## src/rtl/instr_sequencer.sv

```systemverilog
// ----------------------------------------------------------------------------
// instr_sequencer
//
// Multi-cycle control FSM for the 9-bit-instruction core. The instruction is
// latched from mach_code at the end of FETCH and is then walked through
// DECODE / EXEC / MEM / WB. The block drives the ALU-B operand mux selects, the
// PC, register-file and data-memory strobes, counts retired instructions and
// flags data-memory timeouts.
//
// State table
//    state  | meaning
//    IDLE   | after reset, waiting for start
//    FETCH  | ir_load asserted, mach_code captured into irQ on exit
//    DECODE | HALT goes to DONE, everything else to EXEC
//    EXEC   | operand mux selects; BRZ resolves and retires here
//    MEM    | LOAD/STORE request held until mem_ack or timeout
//    WB     | register write, PC += 1, retire
//    DONE   | HALT retired, done held; start restarts
//    ERR    | memory timeout, only rst_n leaves this state
//
// Parameters
//    MEM_TIMEOUT  max MEM cycles waiting for mem_ack before ERR (>= 1)
//    CNT_W        width of the retired-instruction counter
//
// Ports
//    clk, rst_n   clock (rising edge), asynchronous active-low reset
//    start        begin execution, honoured only in IDLE or DONE
//    mach_code    instruction word, valid during FETCH
//    alu_zero     ALU zero flag, used in EXEC of BRZ
//    mem_ack      data-memory completion, used in MEM only
//    ir_load      instruction-register load strobe
//    pc_inc       PC += 1 strobe
//    pc_branch    PC <= branch target strobe
//    isShift      ALU-B select: shift-amount field
//    isAdd        ALU-B select: 1-bit add immediate
//    reg_wr_en    register-file write enable
//    mem_rd       data-memory read request
//    mem_wr       data-memory write request
//    done         HALT retired, held in DONE
//    mem_err      sticky memory-timeout error
//    instr_count  saturating retired-instruction count
// ----------------------------------------------------------------------------
module instr_sequencer #(
   parameter int MEM_TIMEOUT = 15,
   parameter int CNT_W       = 16
) (
   input  logic             clk,
   input  logic             rst_n,
   input  logic             start,
   input  logic [8:0]       mach_code,
   input  logic             alu_zero,
   input  logic             mem_ack,
   output logic             ir_load,
   output logic             pc_inc,
   output logic             pc_branch,
   output logic             isShift,
   output logic             isAdd,
   output logic             reg_wr_en,
   output logic             mem_rd,
   output logic             mem_wr,
   output logic             done,
   output logic             mem_err,
   output logic [CNT_W-1:0] instr_count
);

   localparam logic [2:0] OP_ADDI  = 3'b000;
   localparam logic [2:0] OP_SHIFT = 3'b001;
   localparam logic [2:0] OP_LOAD  = 3'b010;
   localparam logic [2:0] OP_STORE = 3'b011;
   localparam logic [2:0] OP_BRZ   = 3'b100;
   localparam logic [2:0] OP_ALU   = 3'b101;
   localparam logic [2:0] OP_MOV   = 3'b110;
   localparam logic [2:0] OP_HALT  = 3'b111;

   // Wait timer is a down-counter: loaded with MEM_TIMEOUT-1 on MEM entry,
   // terminal count 0 marks the last MEM cycle allowed.
   localparam int WAIT_W = (MEM_TIMEOUT > 1) ? $clog2(MEM_TIMEOUT) : 1;
   localparam logic [WAIT_W-1:0] WAIT_LOAD = WAIT_W'(MEM_TIMEOUT - 1);

   typedef enum logic [2:0] {
      IDLE   = 3'd0,
      FETCH  = 3'd1,
      DECODE = 3'd2,
      EXEC   = 3'd3,
      MEM    = 3'd4,
      WB     = 3'd5,
      DONE   = 3'd6,
      ERR    = 3'd7
   } state_t;

   state_t            state;
   logic [8:0]        irQ;
   logic [WAIT_W-1:0] waitCnt;
   logic [2:0]        opcode;
   logic              retire;
   logic              restart;
   logic              unusedIrBits;

   assign opcode       = irQ[8:6];
   // Operand fields are consumed by the datapath, not by the sequencer.
   assign unusedIrBits = ^irQ[5:0];

   assign restart = start && ((state == IDLE) || (state == DONE));

   always_comb begin
      retire = 1'b0;
      unique case (state)
         DECODE:  retire = (opcode == OP_HALT);
         EXEC:    retire = (opcode == OP_BRZ);
         MEM:     retire = (opcode == OP_STORE) && mem_ack;
         WB:      retire = 1'b1;
         default: retire = 1'b0;
      endcase
   end

   always_ff @(posedge clk or negedge rst_n) begin
      if (!rst_n) begin
         state       <= IDLE;
         irQ         <= '0;
         waitCnt     <= '0;
         instr_count <= '0;
      end else begin
         if (restart) begin
            instr_count <= '0;
         end else if (retire && !(&instr_count)) begin
            instr_count <= instr_count + CNT_W'(1);
         end

         unique case (state)
            IDLE: begin
               if (start) state <= FETCH;
            end
            FETCH: begin
               irQ   <= mach_code;
               state <= DECODE;
            end
            DECODE: begin
               state <= (opcode == OP_HALT) ? DONE : EXEC;
            end
            EXEC: begin
               unique case (opcode)
                  OP_LOAD, OP_STORE: begin
                     waitCnt <= WAIT_LOAD;
                     state   <= MEM;
                  end
                  OP_BRZ:  state <= FETCH;
                  default: state <= WB;
               endcase
            end
            MEM: begin
               if (mem_ack) begin
                  state <= (opcode == OP_LOAD) ? WB : FETCH;
               end else if (waitCnt == '0) begin
                  state <= ERR;
               end else begin
                  waitCnt <= waitCnt - WAIT_W'(1);
               end
            end
            WB: begin
               state <= FETCH;
            end
            DONE: begin
               if (start) state <= FETCH;
            end
            ERR: begin
               state <= ERR;
            end
            default: state <= IDLE;
         endcase
      end
   end

   // Output decode. State and irQ select the strobe; alu_zero and mem_ack
   // only steer strobes inside the cycle they are defined for, so a
   // reset drops every output in the same cycle.
   always_comb begin
      ir_load   = 1'b0;
      pc_inc    = 1'b0;
      pc_branch = 1'b0;
      isShift   = 1'b0;
      isAdd     = 1'b0;
      reg_wr_en = 1'b0;
      mem_rd    = 1'b0;
      mem_wr    = 1'b0;
      done      = 1'b0;
      mem_err   = 1'b0;
      unique case (state)
         FETCH: ir_load = 1'b1;
         EXEC: begin
            isShift = (opcode == OP_SHIFT);
            isAdd   = (opcode == OP_ADDI);
            if (opcode == OP_BRZ) begin
               pc_branch = alu_zero;
               pc_inc    = !alu_zero;
            end
         end
         MEM: begin
            mem_rd = (opcode == OP_LOAD);
            mem_wr = (opcode == OP_STORE);
            pc_inc = (opcode == OP_STORE) && mem_ack;
         end
         WB: begin
            reg_wr_en = 1'b1;
            pc_inc    = 1'b1;
         end
         DONE:    done    = 1'b1;
         ERR:     mem_err = 1'b1;
         default: ;
      endcase
   end

endmodule

```

## config.mk

```make
export PLATFORM = sky130hd
export DESIGN_NAME = instr_sequencer
export DESIGN_NICKNAME = d
export VERILOG_FILES = /design/src/rtl/instr_sequencer.sv
export SDC_FILE = /design/constraint.sdc
export NUM_CORES = 1
export LEC_CHECK = 0
export ABC_AREA = 1
export BUFFER_PORTS_ARGS = -buffer_cell sky130_fd_sc_hd__buf_4
export CAP_MARGIN = 20
export CORE_ASPECT_RATIO = 1.4
export CORE_MARGIN = 2
export CORE_UTILIZATION = 44
export DETAILED_ROUTE_END_ITERATION = 10
export PLACE_DENSITY_LB_ADDON = 0.25
export SYNTH_ARGS = -nofsm -noshare
export SYNTH_HDL_FRONTEND = slang
export SYNTH_SLANG_ARGS = --single-unit
```

## constraint.sdc

```tcl
create_clock -name clk -period 1.4 [get_ports clk]
set_input_delay 0.14 -clock clk [delete_from_list [all_inputs] [get_ports clk]]
set_output_delay 0.14 -clock clk [all_outputs]
set_load 0.02 [all_outputs]
```

# [Word-level counts from Yosys, hierarchy flattened]
# Cells that the tools add are included.
[totals] register_bits=32 latch_bits=0 ram_bits=0 rom_bits=0 output_inout_bits=26 wordCells=65 mem_count=0
[classes] add_sub_neg=2 multipliers=0 div=0 magnitude_cmp=0 n_eq_ne=17 n_shift=0 muxes=26 n_bitwise=0 reduce_logical=16
[ops] cell="two-way mux 16 bit" n=2
[ops] cell="case mux 3 bit (7 select lines)" n=1
[ops] cell="== test 3 bit (second input constant)" n=6
[ops] cell="adder 16 x 1 -> 16 bit (second input constant)" n=1
[ops] cell="AND reduction 16 bit" n=1
[ops] cell="two-way mux 3 bit" n=5
[ops] cell="== test 3 x 2 -> 1 bit (second input constant)" n=4
[ops] cell="two-way mux 4 bit" n=3
[ops] cell="two-way mux 1 bit" n=11
[ops] cell="case mux 4 bit (2 select lines)" n=1
[ops] cell="== test 3 x 1 -> 1 bit (second input constant)" n=2
[ops] cell="zero test 3 bit" n=2
[ops] cell="case mux 3 bit (2 select lines)" n=1
[ops] cell="zero test 4 bit" n=1
[ops] cell="!= test 2 x 1 -> 1 bit (second input constant)" n=2
[ops] cell="!= test 2 bit (second input constant)" n=2
[ops] cell="case mux 1 bit (4 select lines)" n=1
[ops] cell="AND reduction 4 bit" n=1
[ops] cell="nonzero test 2 bit" n=2
[ops] cell="OR reduction 2 bit" n=2
[ops] cell="subtractor 4 x 1 -> 4 bit (second input constant)" n=1
[ops] cell="logical AND 1 bit" n=3
[ops] cell="!= test 3 bit (second input constant)" n=1
[ops] cell="case mux 1 bit (3 select lines)" n=1
[ops] cell="3 further kinds" n=4

# [Longest topological paths before layout]
[logic_depth] ltp_word=6 ltp_mapped=10 depth_no_buf=10

# [Worst setup path before layout]
# Ideal clock, no wire load.
[synth_path] kind="register -> register" startpoint="reg instr_count[0]" endpoint="reg instr_count[0]" arrival_time_ps=1604 required_time_ps=1334 setup_slack_ps=-269 stages_incl_launch_ff=9 period_less_slack_ps=1669 cell_sequence="dfrtp_1 ha_1 nand2_2 nor2_8 nand4_4 nand2_8 buf_12 nand3_2 nand2_1"
[synth_between] elab_chain_len=4 elab_cells_between_ends=7 cone_classes="add/sub (1); mux (2); reduce/logical (4)"
[synth_lines] element="start: declaration" line="63" source="output logic [CNT_W-1:0] instr_count"
[synth_lines] element="start signal: assignment" line="126" source="instr_count <= instr_count + CNT_W'(1);"
[synth_lines] element="parallel branches: the longest is 4 deep, another holds adder 16 x 1 -> 16 bit"
# Parallel ways; which one is timed is not known. The select of a mux whose other input is x is not followed.
# A chain may end at the register's enable or synchronous reset.

# [Final worst setup path]
[layout_path] startpoint="reg state[0]" endpoint="out mem_rd"
[layout_between] elab_chain_len=2
[layout_lines] element="start: declaration" line="91" source="state_t state;"
[layout_lines] element="start signal: assignment" line="138" source="state <= (opcode == OP_HALT) ? DONE : EXEC;"
[layout_lines] element="start signal: assignment" line="152" source="state <= (opcode == OP_LOAD) ? WB : FETCH;"
[layout_lines] element="== test 3 bit" line="187" source="unique case (state)"
[layout_lines] element="two-way mux 1 bit" line="187"
[layout_lines] element="end: declaration" line="59" source="output logic mem_rd,"
# Every way passes these cells.

==> run_results.csv <==
group,metric,value,unit
sta,setup_ws,-0.2183,ns
route,drt_pre_antenna_iters,7,
synthesis,postSynthRegisterBits,26,
placed_design,detailed_place.area,2535,um2
power_and_ir_drop,p_clk_frac,0.099,
sta,grt_setup_unrepaired,"true",
clocking,cts_max_level,1,
power_and_ir_drop,power.ir.vdd_worst,1246,uV
synthesis,mappedNetlistArea,1857,um2
outcome,failing_checks,"DRC, setup timing",
clocking,clock_path_buffers,2,
outcome,run_status,"finished with violations",
setup_path,cp_max_fo,4,
cells_and_area,fillerInstances,283,
setup_path,cp_capture_type,"output pin",
route,wl_per_cell,15.33,um
placed_design,pre_cts_slack,-0.08545,ns
cells_and_area,final_common_cell,"buf_4",
clocking,tritoncts,"yes",
setup_path,regToRegStartpoint,"state[1]$_DFFE_PN0P_",
clocking,ctsRootBufferMaster,"clkbuf_8",
cells_and_area,final_cell_area,3059,um2
power_and_ir_drop,p_comb_frac,0.663,
route,drtAntennaViolNets,0,
synthesis,syn-mean-instance-area,7.310,um2
clocking,clk_transition_reported_paths,0.10,ns
synthesis,ys_async_sr_fraction,1.000,
global_route,gr-usage-all-layers,0.2290,
global_route,grt_max_degree,27,
power_and_ir_drop,p_per_area,1544,nW/um2
sta,fin_tns_setup,-4.042,ns
cells_and_area,antenna-diode-count,0,
synthesis,synth.distinct_cells,29,
die,floorplan.die.width,58.90,um
synthesis,synth-edff-count,0,
setup_path,worst_setup_path_startpoint,"state[0]$_DFFE_PN0P_",
sta,fin_skew,0.01367,ns
die,floorplan.rows,27,
route,drt_wl_total,6.086,mm
sta,finalHoldViolations,0,
route,drcViolationCount,3,
global_route,grt_first_pass_wirelength,8.424,mm
setup_path,start_kind,"flop",
synthesis,synth-main-ff-cell,"dfrtp_1",
sta,setup_viol,32,
sta,final_max_slew_viol_count,0,
die,die_footprint,4763,um2
setup_path,required,1.26,ns
route,num_vias,2119,
clocking,cts-buffers-inserted,3,
cells_and_area,final_core_utilization,0.7674,
sta,post-route-min-period,1.618,ns
synthesis,postSynthCellCount,254,
global_route,antenna_violations_before_repair,0,
die,pin_count,40,
power_and_ir_drop,netSwitchingFraction,0.4656,
min_path,timing.hold.worst.start,"mach_code[6]",
power_and_ir_drop,p_leak,1.522,nW
sta,tightest_pin_transition,0.3636,ns
synthesis,synth.yosys.warnings,0,
placed_design,dp_hpwl,3.705,mm
power_and_ir_drop,power.internal,0.002524,W
placed_design,globalplace.congestion,0.8461,
cells_and_area,area_growth,64.76,%
setup_path,cp.arrival,1.48,ns
sta,timing.final.crit_share,1.156,
sta,fmaxAchievable,0.6179,GHz
placed_design,place.port_buffers,33,
cells_and_area,final_net_count,371,
clocking,latest_clock_arrival_within_the_worst_skew_pair,0.29,ns
synthesis,syn_nets,270,
route,vias_per_cell,5.338,
job,maxCapViolCount,0,
die,start_util,0.4658,
global_route,vias_in_the_first_global_route,1962,
die,floorplan_die_height,80.87,um
die,coreArea,3986,um2
power_and_ir_drop,share_seq_of_total_power,0.238,
min_path,worstHoldPathType,"primary input to flop",
power_and_ir_drop,switchingPower,0.002199,W
clocking,clock-sinks,26,
route,initialDrtViolationCount,106,
cells_and_area,mostFrequentLayoutCells,"buf_4, nand2_1, buf_6",
placed_design,placed_cells_incl_taps,375,
sta,slew_headroom,0.7576,
global_route,global_route.overflow_total,0,
setup_path,path_class,"flop to output pin",
cells_and_area,final_cells,397,
cells_and_area,final_layout_size_suffix_gt1_frac,0.4944,
synthesis,seq_area_frac_synth,0.3504,
==> power by group through the flow <==
stage | combinational [W] | clock, W | sequential [W]
2_1_floorplan | 0.00110 | 0 | 0.00112
3_3_place_gp | 0.00191 | 0 | 0.00109
3_5_place_dp | 0.00195 | 0 | 0.00110
4_1_cts | 0.00247 | 0.000469 | 0.00111
5_1_grt | 0.00331 | 0.000490 | 0.00115
6_report | 0.00313 | 0.000466 | 0.00113
==> synth_stat cells (2+ instances only) <==
master	n	area share
a21oi_1	3	0.0081
buf_2	3	0.0081
dfrtp_1	26	0.35
ha_1	2	0.013
inv_1	23	0.046
inv_2	4	0.0081
nand2_1	75	0.15
nand2_2	2	0.0067
nand2_8	2	0.022
nand3_1	20	0.054
nand3_2	12	0.065
nand4_1	10	0.034
nor2_1	30	0.061
nor2_2	5	0.017
nor2_4	3	0.018
nor3_1	6	0.016
nor4_1	2	0.0067
o21ai_0	8	0.022
o21ai_1	4	0.011
o21bai_1	2	0.0081
xor2_1	4	0.019
==> timing repair <==
item                                    in CTS  in global routing
hold endpoints to repair                    26                  0
pin swaps                                   12                 20
setup buffers                               11                  6
gates resized for setup                     45                 44
hold buffers                                 1                  0
cloned                                       0                  1
endpoints found under the setup margin      32                 33
==> per-layer routing <==
metal	up-vias	GRT usage	wire [um]
met5	-	0	0
met4	0	0.09091	188
met3	16	0.02548	249
met2	65	0.4467	3518
met1	1012	0.2408	2130
li1	1026	-	-
==> area by class of cell <==
type / count / area [um2] / area share
Multi-Input combinational cell: 197 / 1343 / 0.4389
Tap cell: 43 / 53.80 / 0.01759
Inverter: 28 / 117.6 / 0.03845
Timing Repair Buffer: 99 / 844.6 / 0.2761
Clock buffer: 4 / 45.04 / 0.01472
Sequential cell: 26 / 655.6 / 0.2143
==> path summary, 6_finish.rpt <==
kind	endpoint	slack, ns	cells after the start
max	mem_rd	-0.22	5
min	irQ[6]$_DFFE_PN0P_	0.06	3
max reg2reg	instr_count[10]$_DFFE_PN0P_	-0.17	11
min reg2reg	instr_count[3]$_DFFE_PN0P_	0.56	2
max in group asynchronous	state[0]$_DFFE_PN0P_	0.80	2
min in group asynchronous	instr_count[4]$_DFFE_PN0P_	0.30	2
==> flip-flops by register name, indices dropped and copies added, names as in the netlist <==
| signal | cells |
|---|---|
| instr_count | 16 |
| irQ | 3 |
| waitCnt | 4 |
| state | 3 |
==> metrics by stage <==
| stage | total power (W) | hold slack [ns] |
|---|---|---|
| after floorplan | 0.002222 | -0.1556 |
| after global placement | 0.002998 | 0.07505 |
| after detailed placement | 0.003048 | 0.07468 |
| after CTS | 0.004039 | 0.04698 |
| after global routing | 0.004949 | 0.06954 |
| final | 0.004723 | 0.05653 |
==> critical path, cell delays in order, from the launching register on <==
cell and delay, ns:
dfrtp_2 0.47, inv_4 0.12, nand3_4 0.12, buf_6 0.15
nor3_4 0.18, buf_6 0.15
==> logic make-up after synthesis <==
logic type | count (synthesis) | share of synthesized area
compound gates | 18 | 0.05323
xor+xnor | 5 | 0.02358
fa+ha+maj | 2 | 0.01347
buf+inv | 32 | 0.07682
flops | 26 | 0.3504
simple gates | 171 | 0.4825
Note: power is estimated with default switching activity, not from simulation.
